==> config.mk <==
export PLATFORM = sky130hd
export DESIGN_NAME = jtframe_dwnld_pack
export DESIGN_NICKNAME = d
export VERILOG_FILES = /design/src/rtl/jtframe_dwnld_pack.sv
export SDC_FILE = /design/constraint.sdc
export NUM_CORES = 1
export LEC_CHECK = 0
export ABC_AREA = 1
export CAP_MARGIN = 5
export CORE_MARGIN = 1
export CORE_UTILIZATION = 56
export DETAILED_ROUTE_END_ITERATION = 16
export GPL_TIMING_DRIVEN = 0
export PLACE_DENSITY = 0.8
export SLEW_MARGIN = 30
export SYNTH_ARGS = -nofsm -noshare
export SYNTH_HDL_FRONTEND = slang
export SYNTH_SLANG_ARGS = --single-unit
==> constraint.sdc <==
create_clock -name clk_rom -period 3.2 [get_ports clk_rom]
set_input_delay 0.64 -clock clk_rom [delete_from_list [all_inputs] [get_ports clk_rom]]
set_output_delay 0.64 -clock clk_rom [all_outputs]
set_load 0.005 [all_outputs]
==> src/rtl/jtframe_dwnld_pack.sv <==
// Packs downloader bytes into masked 16-bit SDRAM writes through a small FIFO.
// Each byte becomes one prog_we/prog_rdy transaction; dwnld_busy covers the drain after download ends.
module jtframe_dwnld_pack #(
    parameter logic [24:0] BA1_START = 25'h040_0000,
    parameter logic [24:0] BA2_START = 25'h080_0000,
    parameter logic [24:0] BA3_START = 25'h0C0_0000,
    parameter bit          SWAB      = 1'b0,
    parameter int          FIFO_AW   = 2
)(
    input  logic        clk_rom,
    input  logic        rst_n,
    input  logic        downloading,
    input  logic [24:0] ioctl_addr,
    input  logic [7:0]  ioctl_data,
    input  logic        ioctl_wr,
    output logic [21:0] prog_addr,
    output logic [15:0] prog_data,
    output logic [1:0]  prog_mask,
    output logic [1:0]  prog_ba,
    output logic        prog_we,
    output logic        prog_rd,
    input  logic        prog_rdy,
    input  logic        prog_ack,
    output logic        dwnld_busy,
    output logic        overflow
);
    localparam int DEPTH = 1 << FIFO_AW;

    typedef enum logic [1:0] {IDLE, WRITE, GAP} state_t;

    typedef struct packed {
        logic [1:0]  ba;
        logic [21:0] addr;
        logic        hi;
        logic [7:0]  data;
    } entry_t;

    entry_t             fifo_mem [DEPTH];
    entry_t             new_entry;
    entry_t             head;
    logic [FIFO_AW-1:0] wr_ptr;
    logic [FIFO_AW-1:0] rd_ptr;
    logic [FIFO_AW:0]   count;
    logic               full;
    logic               empty;
    logic               push;
    logic               drop;
    logic               pop;
    logic               load;
    logic               we_next;
    logic [1:0]         bank;
    logic [24:0]        base;
    logic [24:0]        offset;
    logic               downloading_d;
    state_t             state;
    state_t             state_next;

    // prog_ack is informational only and offsets beyond the bank size are discarded
    wire unused = &{1'b0, prog_ack, offset[24:23]};

    assign full    = (count == DEPTH[FIFO_AW:0]);
    assign empty   = (count == '0);
    assign push    = downloading & ioctl_wr & ~full;
    assign drop    = downloading & ioctl_wr & full;
    assign head    = fifo_mem[rd_ptr];
    assign prog_rd = 1'b0;

    always_comb begin
        bank = 2'd0;
        base = '0;
        if (ioctl_addr >= BA3_START) begin
            bank = 2'd3;
            base = BA3_START;
        end else if (ioctl_addr >= BA2_START) begin
            bank = 2'd2;
            base = BA2_START;
        end else if (ioctl_addr >= BA1_START) begin
            bank = 2'd1;
            base = BA1_START;
        end
        offset    = ioctl_addr - base;
        new_entry = '{ba: bank, addr: offset[22:1], hi: offset[0] ^ SWAB, data: ioctl_data};
    end

    always_ff @(posedge clk_rom) begin
        if (push) fifo_mem[wr_ptr] <= new_entry;
    end

    always_ff @(posedge clk_rom or negedge rst_n) begin
        if (!rst_n) begin
            wr_ptr <= '0;
            rd_ptr <= '0;
            count  <= '0;
        end else begin
            if (push) wr_ptr <= wr_ptr + 1'b1;
            if (pop)  rd_ptr <= rd_ptr + 1'b1;
            case ({push, pop})
                2'b10:   count <= count + 1'b1;
                2'b01:   count <= count - 1'b1;
                default: count <= count;
            endcase
        end
    end

    always_ff @(posedge clk_rom or negedge rst_n) begin
        if (!rst_n) state <= IDLE;
        else        state <= state_next;
    end

    always_comb begin
        state_next = state;
        case (state)
            IDLE:    if (!empty) state_next = WRITE;
            WRITE:   if (prog_we && prog_rdy) state_next = GAP;
            GAP:     state_next = empty ? IDLE : WRITE;
            default: state_next = IDLE;
        endcase
    end

    // From GAP the new head is loaded and requested together, so prog_we is low for a single cycle
    always_comb begin
        pop     = (state == WRITE) && prog_we && prog_rdy;
        load    = (state != WRITE) && (state_next == WRITE);
        we_next = 1'b0;
        case (state)
            IDLE:    we_next = 1'b0;
            WRITE:   we_next = !pop;
            GAP:     we_next = !empty;
            default: we_next = 1'b0;
        endcase
    end

    always_ff @(posedge clk_rom or negedge rst_n) begin
        if (!rst_n) begin
            prog_addr     <= '0;
            prog_data     <= '0;
            prog_mask     <= '0;
            prog_ba       <= '0;
            prog_we       <= 1'b0;
            overflow      <= 1'b0;
            downloading_d <= 1'b0;
            dwnld_busy    <= 1'b0;
        end else begin
            prog_we <= we_next;
            if (load) begin
                prog_addr <= head.addr;
                prog_data <= {head.data, head.data};
                prog_mask <= head.hi ? 2'b01 : 2'b10;
                prog_ba   <= head.ba;
            end
            overflow      <= ((downloading && !downloading_d) ? 1'b0 : overflow) | drop;
            downloading_d <= downloading;
            dwnld_busy    <= downloading | ~empty | (state != IDLE);
        end
    end
endmodule

-- Word-level counts from Yosys, hierarchy flattened
Memory sizes are Yosys's and may differ from the RTL's.
Index checks and enable logic that the tools add are counted.
W data, S select, Z words.
- register bits: 55
- latch bits: 0
- bits in writable memories: 132
- memory bits (read-only): 0
- input bits: 39
- output and inout bits: 46
- memories kept: 1
- memories (memory ; depth ; width ; rd ports ; clocked after memory_dff ; wr ports ; RTL line ; text):
    fifo_mem ; 4 ; 33 ; 1 ; 0 ; 1 ; 38 ; entry_t fifo_mem [DEPTH];
- add/subtract/negate cells: 5
- multipliers: 0
- divide/modulo/power cells: 0
- order comparisons: 3
- equal/unequal tests: 7
- shift operators: 0
- mux-type cells: 16
- bitwise logic cells: 8
- reductions and logical operators: 12
- operator list (kind ; number):
    $mux W23 ; 3
    $ge A25 B24 Y1 const B ; 2
    $ge A25 B23 Y1 const B ; 1
    $sub A23 B23 Y23 ; 1
    $mux W2 ; 5
    $eq A2 B1 Y1 const B ; 3
    $pmux W2 S3 ; 1
    $pmux W3 S2 ; 1
    $logic_and A1 B1 Y1 ; 5
    $mux W1 ; 5
    $add A2 B1 Y2 const B ; 2
    $eq A2 B2 Y1 const B ; 2
    $reduce_bool A2 Y1 ; 2
    $add A3 B1 Y3 const B ; 1
    $and A1 B1 Y1 ; 3
    $eq A3 B3 Y1 const B ; 1
    $logic_not A1 Y1 ; 3
    $logic_not A3 Y1 ; 1
    $or A1 B1 Y1 ; 3
    $sub A3 B1 Y3 const B ; 1
    $logic_not A2 Y1 ; 1
    $ne A2 B1 Y1 const B ; 1
    $not A1 Y1 ; 2
    $pmux W1 S2 ; 1

-- Longest topological paths before layout
Gate-level depths: netlist of run 1.
- depth after elaboration: 5
- gate-level depth with buffers: 10
- depth with buffers taken out: 10

-- Worst setup path before layout of run 1
No wires, ideal clock.
- path kind: input port to flip-flop
- start: input downloading
- end: memory fifo_mem[0][0] in the netlist's numbering (enable)
- setup time: 0.423 ns
- arrival time: 2.300 ns
- data required time: 2.777 ns
- path slack: 0.477 ns
- cell stages on the path: 2
- path buffers: 0
- cell sequence: nand3_1 -> nor2_1
- longest elaborated chain between the ends: 4
- RTL lines (what ; RTL line ; text):
    start: declaration ; 12 ; input logic downloading,
    $and A1 B1 Y1 (2 in series) ; 63 ; assign push = downloading & ioctl_wr & ~full;
    $mux W1 ; 86 ; if (push) fifo_mem[wr_ptr] <= new_entry;
    $mux W1 (implied by the code) ; 86 ;
    end: declaration ; 38 ;
Every way passes these cells.

-- Worst setup path after layout of run 1
- start: input downloading
- end: memory fifo_mem[1][20] in the netlist's numbering (enable)
Same word-level chain as after synthesis.

==> metrics.txt, run 1 <==
result of the run completed; Port Buffers 82; number of synthesized register bits 179; Avg Synthesized Cell Area 12.3 um^2; grt ovf 0; detail-routed via count per cell 5.59; max_cap viols 0; drc violations 0; max-slew violation count 0; power density over the cells 986 nW/um^2; Layout Skew 0.00814 ns; Inserted Clock Buffers 17; proportion of layout cells with a drive suffix above 1 12.2%; required arrival time at the worst endpoint 3.33 ns; number of DRC markers in iteration 0 367; final std cells w/o fill 894; half-perimeter wire length of the detailed placement result 10.7 mm; Site Rows 41; via count of the first global-routing pass 5079; Slew @ Worst Pin 0.657 ns; maximum buffer depth of the clock tree 2; Placer Congestion 0.783; worst slew margin relative to its limit 56.1%; clk root buf sky130_fd_sc_hd__clkbuf_16; Syn Nets 651; Peak supply drop 0.529 mV; clock-pin slew on the worst setup and hold paths 0.06 ns; critical path endpoint category flip-flop; Sw Pwr 3.30 mW; leakage 3.57 nW; sequential share of the synthesized area 69.5%; number of antenna violations at the first check in global routing 0; placed cell area 8600 um^2; share of total power in the clock network 22.3%; worst min-delay path category primary input to async pin; cell count after placement 862; unrepaired setup endpoints after global routing no; overall global routing resource usage 26.1%; quantity of gates resized following cts 0; number of instances in the synthesized netlist 602; width of the die 117 um; wire length of the first global-routing pass 25.8 mm; Filler cells 816; Vert. Die Dim 117 um; total number of vias 4995; clock sink count 179; Worst Path Max Fanout 19; Die Area 13700 um^2; final setup fails 0; category of the most critical setup path primary input to flip-flop; critical path launch point type primary input; period utilisation layout 77.2%; Initial Utilization 57.9%; synthesized cell area 7400 um^2; ant diodes 0; layout overhead on the synthesized area 24.0%; total of hold buffers inserted after clock tree synthesis 0; Post-CTS Setup Bufs 0; share of power burned in registers 35.7%; Pre-Repair DR Iteration Count 5; post-DR wirelength/cell 18.6 um; remaining antenna violation count after routing 0; final-stage net count 758; data arrival time of the worst path 2.60 ns; CTS tree built; Yosys warning count 0; maximum number of pins on one net before global-route repair 48; post-layout instance area 9180 um^2; endpoints failing hold 0; placeable core region 12800 um^2; relative contribution of combinational cells to total power 42.0%; proportion of total power due to net switching 36.5%; final critical delay including setup and external delays 2.47 ns; maximum achievable frequency 0.405 GHz; wire length reported by the detailed router 16.6 mm; CTS H-tree lvls 4; internal power contribution 5.74 mW; latest clock arrival within the worst-skew pair 0.43 ns; count of unique library cells instantiated by Yosys 28; # IOs 85
## final timing paths
kind / startpoint / endpoint / slack (ns) / depth (start not counted)
setup / recovery: downloading / fifo_mem[1][20] / 0.73 / 4
hold / removal: rst_n / prog_we / 0.23 / 1
setup reg to reg: count[1] / count[2] / 0.81 / 9
hold reg to reg: downloading_d / overflow / 0.50 / 2
max in group asynchronous: rst_n / prog_addr[14] / 2.54 / 1
min in group clk_rom: downloading_d / overflow / 0.50 / 2
## synth_stat cells (all sizes together)
master | n | area share [%]
nor2 | 75 | 4.0
edfxtp | 132 | 54
clkbuf | 12 | 0.61
o21ai | 69 | 4.7
xor2 | 4 | 0.47
nand4 | 1 | 0.17
fa | 1 | 0.27
a21oi | 3 | 0.20
xnor2 | 1 | 0.12
ha | 9 | 1.5
or2 | 2 | 0.17
o22ai | 32 | 2.7
nand3 | 41 | 3.4
conb | 1 | 0.051
buf | 29 | 2.8
a21boi | 1 | 0.10
o21bai | 35 | 3.7
nand2 | 50 | 2.6
dfrtp | 47 | 16
inv | 57 | 2.9
## flip-flops by register name, indices dropped and copies added, names as in the netlist
name	cells
prog_ba	2
rd_ptr	2
wr_ptr	2
count	3
prog_we	1
prog_addr	22
prog_data	8
dwnld_busy	1
prog_mask	2
fifo_mem	132
overflow	1
downloading_d	1
state	2
## power by group through the flow
stage / Clock [mW] / Sequential, mW / Combinational, mW
6_report: 2.02 / 3.23 / 3.80
5_1_grt: 2.12 / 3.27 / 4.18
4_1_cts: 2.03 / 3.23 / 3.80
3_5_place_dp: 0 / 3.27 / 3.74
3_3_place_gp: 0 / 3.27 / 3.52
2_1_floorplan: 0 / 3.25 / 2.25
## per-layer routing
metal	up-vias	wire length [um]	track usage [%]
met5	-	0	0
li1	2299	-	-
met3	41	1180	5.61
met1	2407	6790	33.1
met4	0	348	13.2
met2	248	8290	42.9
## layout make-up
type | count | area, um^2 | area share, %
inverters | 57 | 214 | 2.33
multi-input cells | 325 | 1820 | 19.9
plain buffers | 41 | 253 | 2.75
well taps | 172 | 215 | 2.35
clock buffers | 22 | 464 | 5.06
flip-flops and latches | 179 | 5140 | 56.0
clock inverters | 10 | 110 | 1.20
repair buffers | 88 | 958 | 10.4
## through the flow
stage | setup WS (ns) | setup TNS (ns) | util, % | hold WS (ns) | power, mW
floorplan | 0.477 | 0 | - | 0.344 | 5.49
global route | 0.658 | 0 | 71.8 | 0.281 | 9.57
global placement | -1.21 | -157.02 | 66.0 | 0.470 | 6.78
CTS | 0.746 | 0 | 71.8 | 0.252 | 9.06
finish | 0.731 | 0 | 71.8 | 0.229 | 9.05
detailed placement | 0.304 | 0 | 67.3 | 0.493 | 7.02
## worst max-delay path: stages
cell                              delay (ns)
sky130_fd_sc_hd__clkdlybuf4s50_1        0.52
sky130_fd_sc_hd__nand3_1                0.47
sky130_fd_sc_hd__nor2_4                 0.70
sky130_fd_sc_hd__buf_16                 0.25
## cells in the final DEF, fill, tap and decap left out, types with 3 or more instances in the layout
| cell type | Yosys | final |
|---|---|---|
| sky130_fd_sc_hd__a21oi_1 | 3 | 3 |
| sky130_fd_sc_hd__buf_16 | 0 | 4 |
| sky130_fd_sc_hd__buf_2 | 13 | 13 |
| sky130_fd_sc_hd__buf_4 | 10 | 11 |
| sky130_fd_sc_hd__buf_6 | 6 | 6 |
| sky130_fd_sc_hd__clkbuf_1 | 12 | 15 |
| sky130_fd_sc_hd__clkbuf_16 | 0 | 17 |
| sky130_fd_sc_hd__clkdlybuf4s50_1 | 0 | 81 |
| sky130_fd_sc_hd__clkinv_2 | 0 | 3 |
| sky130_fd_sc_hd__clkinvlp_4 | 0 | 3 |
| sky130_fd_sc_hd__dfrtp_1 | 47 | 47 |
| sky130_fd_sc_hd__edfxtp_1 | 132 | 132 |
| sky130_fd_sc_hd__ha_1 | 9 | 9 |
| sky130_fd_sc_hd__inv_1 | 56 | 56 |
| sky130_fd_sc_hd__nand2_1 | 47 | 47 |
| sky130_fd_sc_hd__nand2_2 | 3 | 3 |
| sky130_fd_sc_hd__nand3_1 | 32 | 32 |
| sky130_fd_sc_hd__nand3_2 | 9 | 9 |
| sky130_fd_sc_hd__nor2_1 | 72 | 68 |
| sky130_fd_sc_hd__nor2_4 | 2 | 6 |
| sky130_fd_sc_hd__o21ai_0 | 69 | 69 |
| sky130_fd_sc_hd__o21bai_1 | 34 | 34 |
| sky130_fd_sc_hd__o22ai_1 | 32 | 32 |
| sky130_fd_sc_hd__xor2_1 | 4 | 4 |
## logic make-up after synthesis
logic type,Yosys count,share of synthesized area [%]
AOI/OAI and AO/OA,140,11.4
DFF,179,69.5
xor gates and xnor gates,5,0.592
adders and majority gates,10,1.79
other,1,0.0507
and+or+nand+nor,169,10.4
buffers and inverters,98,6.31
(Power assumes the default switching activity.)
==> run 2: changes to the inputs <==
--- a/config.mk
+++ b/config.mk
@@ -8,10 +8,10 @@
 export ABC_AREA = 1
 export CAP_MARGIN = 5
 export CORE_MARGIN = 1
-export CORE_UTILIZATION = 56
+export CORE_UTILIZATION = 50
 export DETAILED_ROUTE_END_ITERATION = 16
 export GPL_TIMING_DRIVEN = 0
-export PLACE_DENSITY = 0.8
+export PLACE_DENSITY = 0.75
 export SLEW_MARGIN = 30
 export SYNTH_ARGS = -nofsm -noshare
 export SYNTH_HDL_FRONTEND = slang
==> constraint.sdc (replaced) <==
create_clock -name clk_rom -period 2.15 [get_ports clk_rom]
set_input_delay 0.43 -clock clk_rom [delete_from_list [all_inputs] [get_ports clk_rom]]
set_output_delay 0.43 -clock clk_rom [all_outputs]
set_load 0.005 [all_outputs]
==> run 2 against run 1 <==
Sequential power is 49% higher; cell area hardly changed; register-to-register slack worse by 0.65 ns; wire length is 1.2% lower; critical endpoint is now count[2]; largest cell class unchanged; count of clock-buffer cells in the layout is 3 lower; sequential share of layout area hardly changed; critical path type is now flip-flop to flip-flop; setup slack worse by 0.57 ns; critical path depth is 6 higher; worst hold slack worse by 0.20 ns; global-route usage is 2.7 points lower; first-iteration DRC count is 4.1% higher.
==> metrics.txt, run 2 (synthesis results as in run 1) <==
grt ovf 0 (unchanged); worst slack after detailed placement -0.535 ns (was 0.304 ns); capture point of the critical path count[2] (was fifo_mem[1][20]); maximum buffer depth of the clock tree 2 (unchanged); number of DRC markers in iteration 0 382 (was 367); post-DR wirelength/cell 18.1 um (was 18.6 um); clk root buf sky130_fd_sc_hd__clkbuf_16 (unchanged); wire length of the first global-routing pass 25.7 mm (was 25.8 mm); layout overhead on the synthesized area 24.1% (was 24.0%); highest routed layer met4 (unchanged); routed length on met3 1.19 mm (was 1.18 mm); Peak supply drop 0.960 mV (was 0.529 mV); critical path endpoint category flip-flop (unchanged); CTS H-tree lvls 4 (unchanged); Worst R2R Setup Slack 0.16 ns (was 0.81 ns); Pre-Repair DR Iteration Count 4 (was 5); Filler cells 1097 (was 816); period utilisation layout 92.4%; required arrival time at the worst endpoint 2.45 ns (was 3.33 ns); clock sink count 179 (unchanged); critical path launch point type flip-flop (was primary input); Port Buffers 82 (unchanged); Worst Path Max Fanout 4 (was 19); overall global routing resource usage 23.4% (was 26.1%); area occupied by multi-input gates 1860 um^2 (was 1820 um^2); CTS tree built (unchanged); Initial Utilization 51.1% (was 57.9%); largest registers in the final layout fifo_mem: 132 flops, prog_addr: 22 flops, prog_data: 8 flops (unchanged); area taken by flip-flops and latches 5140 um^2 (unchanged); max_cap viols 0 (unchanged); Inserted Clock Buffers 17 (unchanged); register with the highest flop count fifo_mem (unchanged); total of hold buffers inserted after clock tree synthesis 0 (unchanged); width of the die 124 um (was 117 um); max-slew violation count 0 (unchanged); half-perimeter wire length of the detailed placement result 10.6 mm (was 10.7 mm); Routed met1 length 6.74 mm (was 6.79 mm); Slew @ Worst Pin 0.645 ns (was 0.657 ns); category of the most critical setup path flip-flop to flip-flop (was primary input to flip-flop); cell count after placement 872 (was 862); Placer Congestion 0.756 (was 0.783); RR Startpoint state[1] (was count[1]); result of the run completed (unchanged); Layout Skew 0.00790 ns (was 0.00814 ns); final core utilization 63.4% (was 71.8%); total number of vias 4926 (was 4995); power density over the cells 1450 nW/um^2 (was 986 nW/um^2); least setup slack across all paths after layout 0.164 ns (was 0.731 ns); clock-pin slew on the worst setup and hold paths 0.07 ns (was 0.06 ns); endpoints failing hold 0 (unchanged); worst slew margin relative to its limit 57.0% (was 56.1%); wire length reported by the detailed router 16.4 mm (was 16.6 mm); # IOs 85 (unchanged); unrepaired setup endpoints after global routing no (unchanged); Vert. Die Dim 124 um (was 117 um); maximum number of pins on one net before global-route repair 48 (unchanged); via count of the first global-routing pass 4961 (was 5079); worst min-delay path category primary input to async pin (unchanged); placeable core region 14500 um^2 (was 12800 um^2); detail-routed via count per cell 5.43 (was 5.59); final-stage net count 760 (was 758); most common cell after layout, fill and taps aside sky130_fd_sc_hd__edfxtp_1 (unchanged); final setup fails 0 (unchanged); final std cells w/o fill 908 (was 894); leakage 3.57 nW (about the same); ant diodes 0 (unchanged); Die Area 15300 um^2 (was 13700 um^2); drc violations 0 (unchanged); flip-flop count of the largest register, all copies and words added 132 (unchanged); maximum achievable frequency 0.503 GHz; proportion of layout cells with a drive suffix above 1 13.0% (was 12.2%); worst setup path start state[1] (was downloading); FF-to-FF End count[2] (unchanged); depth of the most critical reg-to-reg path 10 (was 9); remaining antenna violation count after routing 0 (unchanged); number of antenna violations at the first check in global routing 0 (unchanged); worst hold slack 0.0296 ns (was 0.229 ns); final critical delay including setup and external delays 1.99 ns; most used cells in the layout excluding fill and tap cells sky130_fd_sc_hd__edfxtp_1, sky130_fd_sc_hd__clkdlybuf4s50_1, sky130_fd_sc_hd__o21ai_0 (unchanged); data arrival time of the worst path 2.29 ns (was 2.60 ns); detailed-routed wire length on met2 8.26 mm (was 8.29 mm); Site Rows 44 (was 41); latest clock arrival within the worst-skew pair 0.43 ns (about the same)
-- run 2: what timing repair did --
| action | 4_1_cts | 5_1_grt |
|---|---|---|
| buffers inserted | 0 | 4 |
| gates cloned | 0 | 0 |
| endpoints found under the setup margin | 74 | 1 |
| hold endpoints to repair | 0 | 0 |
| gates resized for setup | 6 | 1 |
-- run 2: routing by layer --
metal	up-vias	track usage, %
met5	-	0
met4	0	9.26
met3	20	4.53
met2	205	39.2
met1	2401	30.0
li1	2300	-
-- run 2: power by group --
part / internal (mW) / switching (mW) / leakage, nW
clock network: 1.57 / 1.23 / 0.265
logic: 2.38 / 3.30 / 1.54
registers: 4.44 / 0.367 / 1.77
-- run 2: how the worst min path moves through the flow --
stage / endpoint / start / depth (start not counted) / slack (ns)
floorplan: count[0] / rst_n / 0 / 0.13
global placement: overflow / downloading_d / 2 / 0.47
detailed placement: overflow / downloading_d / 2 / 0.50
CTS: state[1] / rst_n / 1 / 0.05
global route: state[1] / rst_n / 1 / 0.09
finish: state[1] / rst_n / 1 / 0.03
-- run 2: critical path: stages, from the launching register on --
cell and delay, ns:
sky130_fd_sc_hd__dfrtp_1 0.40, sky130_fd_sc_hd__inv_2 0.09, sky130_fd_sc_hd__ha_4 0.15, sky130_fd_sc_hd__nand3_4 0.11, sky130_fd_sc_hd__inv_1 0.08, sky130_fd_sc_hd__ha_1 0.13, sky130_fd_sc_hd__inv_1 0.07, sky130_fd_sc_hd__fa_1 0.39
sky130_fd_sc_hd__a21oi_1 0.16, sky130_fd_sc_hd__o21ai_0 0.13, sky130_fd_sc_hd__xor2_1 0.15
-- run 2: area by class of cell --
| class | count | share of cell area [%] |
|---|---|---|
| Tap cell | 184 | 2.51 |
| Timing Repair Buffer | 90 | 10.4 |
| Inverter | 57 | 2.33 |
| Buffer | 41 | 2.75 |
| Clock inverter | 13 | 1.02 |
| Clock buffer | 19 | 4.72 |
| Multi-Input combinational cell | 325 | 20.3 |
| Sequential cell | 179 | 56.0 |
-- run 2: metrics by stage --
stage	power [mW]	cell area (um^2)	setup TNS, ns
2_1_floorplan	8.18	7400	-58.77
3_3_place_gp	10.2	8450	-310.39
3_5_place_dp	10.5	8590	-59.05
4_1_cts	13.3	9150	0
5_1_grt	14.1	9180	0
6_report	13.3	9180	0
==> run 3: changes to the inputs <==
--- a/config.mk
+++ b/config.mk
@@ -8,10 +8,10 @@
 export ABC_AREA = 1
 export CAP_MARGIN = 5
 export CORE_MARGIN = 1
-export CORE_UTILIZATION = 50
+export CORE_UTILIZATION = 43
 export DETAILED_ROUTE_END_ITERATION = 16
 export GPL_TIMING_DRIVEN = 0
-export PLACE_DENSITY = 0.75
+export PLACE_DENSITY = 0.66
 export SLEW_MARGIN = 30
 export SYNTH_ARGS = -nofsm -noshare
 export SYNTH_HDL_FRONTEND = slang
==> run 3 against run 2 <==
Power grew 4.1%; maximum frequency decreased by 1.3%; critical endpoint unchanged; via count up 0.77%; register-to-register slack got worse by 0.03 ns; clock skew up 0.0032 ns; global-route usage is 3.5 points lower; flip-flop and latch count stayed put; worst hold slack worse by 0.0027 ns.
==> metrics.txt, run 3 (synthesis results as in run 1) <==
final setup fails 0 (unchanged); highest routed layer met4 (unchanged); half-perimeter wire length of the detailed placement result 11.0 mm (was 10.6 mm); Worst Path Max Fanout 5 (was 4); clock sink count 179 (unchanged); Pre-Repair DR Iteration Count 5 (was 4); wire length reported by the detailed router 16.9 mm (was 16.4 mm); Peak supply drop 0.906 mV (was 0.960 mV); leakage 3.62 nW (was 3.57 nW); CTS tree built (unchanged); placeable core region 16700 um^2 (was 14500 um^2); routed length on met3 1.01 mm (was 1.19 mm); worst min-delay path category primary input to async pin (unchanged); CTS H-tree lvls 4 (unchanged); detail-routed via count per cell 5.26 (was 5.43); clk root buf sky130_fd_sc_hd__clkbuf_16 (unchanged); endpoints failing hold 0 (unchanged); ant diodes 0 (unchanged); width of the die 133 um (was 124 um); latest clock arrival within the worst-skew pair 0.43 ns (about the same); wire length of the first global-routing pass 26.3 mm (was 25.7 mm); maximum number of pins on one net before global-route repair 48 (unchanged); final critical delay including setup and external delays 2.01 ns (was 1.99 ns); clock-pin slew on the worst setup and hold paths 0.07 ns (about the same); worst hold slack 0.0270 ns (was 0.0296 ns); critical path endpoint category flip-flop (unchanged); Slew @ Worst Pin 0.653 ns (was 0.645 ns); result of the run completed (unchanged); register with the highest flop count fifo_mem (unchanged); maximum achievable frequency 0.497 GHz (was 0.503 GHz); most used cells in the layout excluding fill and tap cells sky130_fd_sc_hd__edfxtp_1, sky130_fd_sc_hd__clkdlybuf4s50_1, sky130_fd_sc_hd__nor2_1, sky130_fd_sc_hd__o21ai_0, sky130_fd_sc_hd__inv_1 (was sky130_fd_sc_hd__edfxtp_1, sky130_fd_sc_hd__clkdlybuf4s50_1, sky130_fd_sc_hd__o21ai_0); critical path launch point type flip-flop (unchanged); Routed met1 length 7.22 mm (was 6.74 mm); Filler cells 1385 (was 1097); total number of vias 4964 (was 4926); number of antenna violations at the first check in global routing 0 (unchanged); via count of the first global-routing pass 5054 (was 4961); Inserted Clock Buffers 17 (unchanged); most common cell after layout, fill and taps aside sky130_fd_sc_hd__edfxtp_1 (unchanged); # IOs 85 (unchanged); proportion of layout cells with a drive suffix above 1 13.5% (was 13.0%); period utilisation layout 93.6% (was 92.4%); grt ovf 0 (unchanged); data arrival time of the worst path 2.32 ns (was 2.29 ns); maximum buffer depth of the clock tree 2 (unchanged); remaining antenna violation count after routing 0 (unchanged); post-DR wirelength/cell 17.9 um (was 18.1 um); max_cap viols 0 (unchanged); total negative slack 0 ns (unchanged); layout overhead on the synthesized area 26.3% (was 24.1%); Vert. Die Dim 133 um (was 124 um); Placer Congestion 0.728 (was 0.756); category of the most critical setup path flip-flop to flip-flop (unchanged); max-slew violation count 0 (unchanged); final-stage net count 760 (unchanged); power density over the cells 1480 nW/um^2 (was 1450 nW/um^2); Port Buffers 82 (unchanged); overall global routing resource usage 19.8% (was 23.4%); worst slew margin relative to its limit 56.4% (was 57.0%); drc violations 0 (unchanged); Initial Utilization 44.3% (was 51.1%); flip-flop count of the largest register, all copies and words added 132 (unchanged); largest registers in the final layout fifo_mem: 132 flops, prog_addr: 22 flops, prog_data: 8 flops (unchanged); detailed-routed wire length on met2 8.44 mm (was 8.26 mm); required arrival time at the worst endpoint 2.46 ns (was 2.45 ns); number of DRC markers in iteration 0 397 (was 382); Site Rows 47 (was 44); Layout Skew 0.0111 ns (was 0.00790 ns); Die Area 17700 um^2 (was 15300 um^2); total power 13.8 mW (was 13.3 mW); unrepaired setup endpoints after global routing no (unchanged)
run 3: changes by cell type in the layout (fill, tap and decap cells not counted), moves of 2 or more:
cell                        change
sky130_fd_sc_hd__clkinv_2       -7
sky130_fd_sc_hd__bufinv_16      +3
sky130_fd_sc_hd__clkinv_4       +3
sky130_fd_sc_hd__inv_6          +3
sky130_fd_sc_hd__clkbuf_1       -2
sky130_fd_sc_hd__clkinv_1       -2
run 3: path summary, 6_finish.rpt:
kind / from / endpoint / slack, ns / cells after the start
max: state[1] / count[2] / 0.14 / 10
min: rst_n / dwnld_busy / 0.03 / 1
max reg2reg: state[1] / count[2] / 0.14 / 10
min reg2reg: downloading_d / overflow / 0.50 / 2
max in group asynchronous: rst_n / prog_ba[1] / 1.69 / 1
min in group clk_rom: downloading_d / overflow / 0.50 / 2
run 3: cell type report:
cell class	instances	area, um^2	area share, %
sequential	179	5140	55.0
buffer	41	253	2.70
clock buffer	18	439	4.70
multi-input combinational	325	1860	19.9
tap	220	275	2.94
timing repair buffer	90	966	10.3
clock inverter	14	201	2.15
inverter	57	214	2.29
run 3: metal layers:
layer  up-vias  global-route usage, %
met1      2464                   25.8
met2       182                   32.8
met4         0                   7.20
met3        17                   4.34
met5         -                      0
li1       2301                      -
run 3: per-stage QoR:
step           util [%]  instances  setup WS, ns  instance area [um^2]
2_1_floorplan         -        602        -0.445                  7400
3_3_place_gp       50.9        904         -2.25                  8490
3_5_place_dp       51.8        909        -0.576                  8650
4_1_cts            55.8        941        0.0262                  9330
5_1_grt            56.0        944        0.0144                  9350
6_report           56.0        944         0.137                  9350
run 3: power breakdown:
group	total [mW]	switching, mW	internal [mW]
logic	5.70	3.32	2.38
clock network	3.31	1.32	1.99
registers	4.81	0.373	4.44
total	13.8	5.01	8.81
run 3: worst max-delay path, cell delays in order, from the launching register on:
cell and delay (ns):
sky130_fd_sc_hd__dfrtp_1 0.41, sky130_fd_sc_hd__inv_2 0.10, sky130_fd_sc_hd__ha_4 0.17, sky130_fd_sc_hd__nand3_4 0.12
sky130_fd_sc_hd__inv_1 0.08, sky130_fd_sc_hd__ha_1 0.13, sky130_fd_sc_hd__inv_1 0.07, sky130_fd_sc_hd__fa_1 0.40
sky130_fd_sc_hd__a21oi_1 0.18, sky130_fd_sc_hd__o21ai_1 0.10, sky130_fd_sc_hd__xor2_1 0.14
run 3: what timing repair did:
action	in CTS	in global routing
resized for setup	6	2
setup buffers	0	3
endpoints found under the setup margin	55	1
hold buffers	0	0
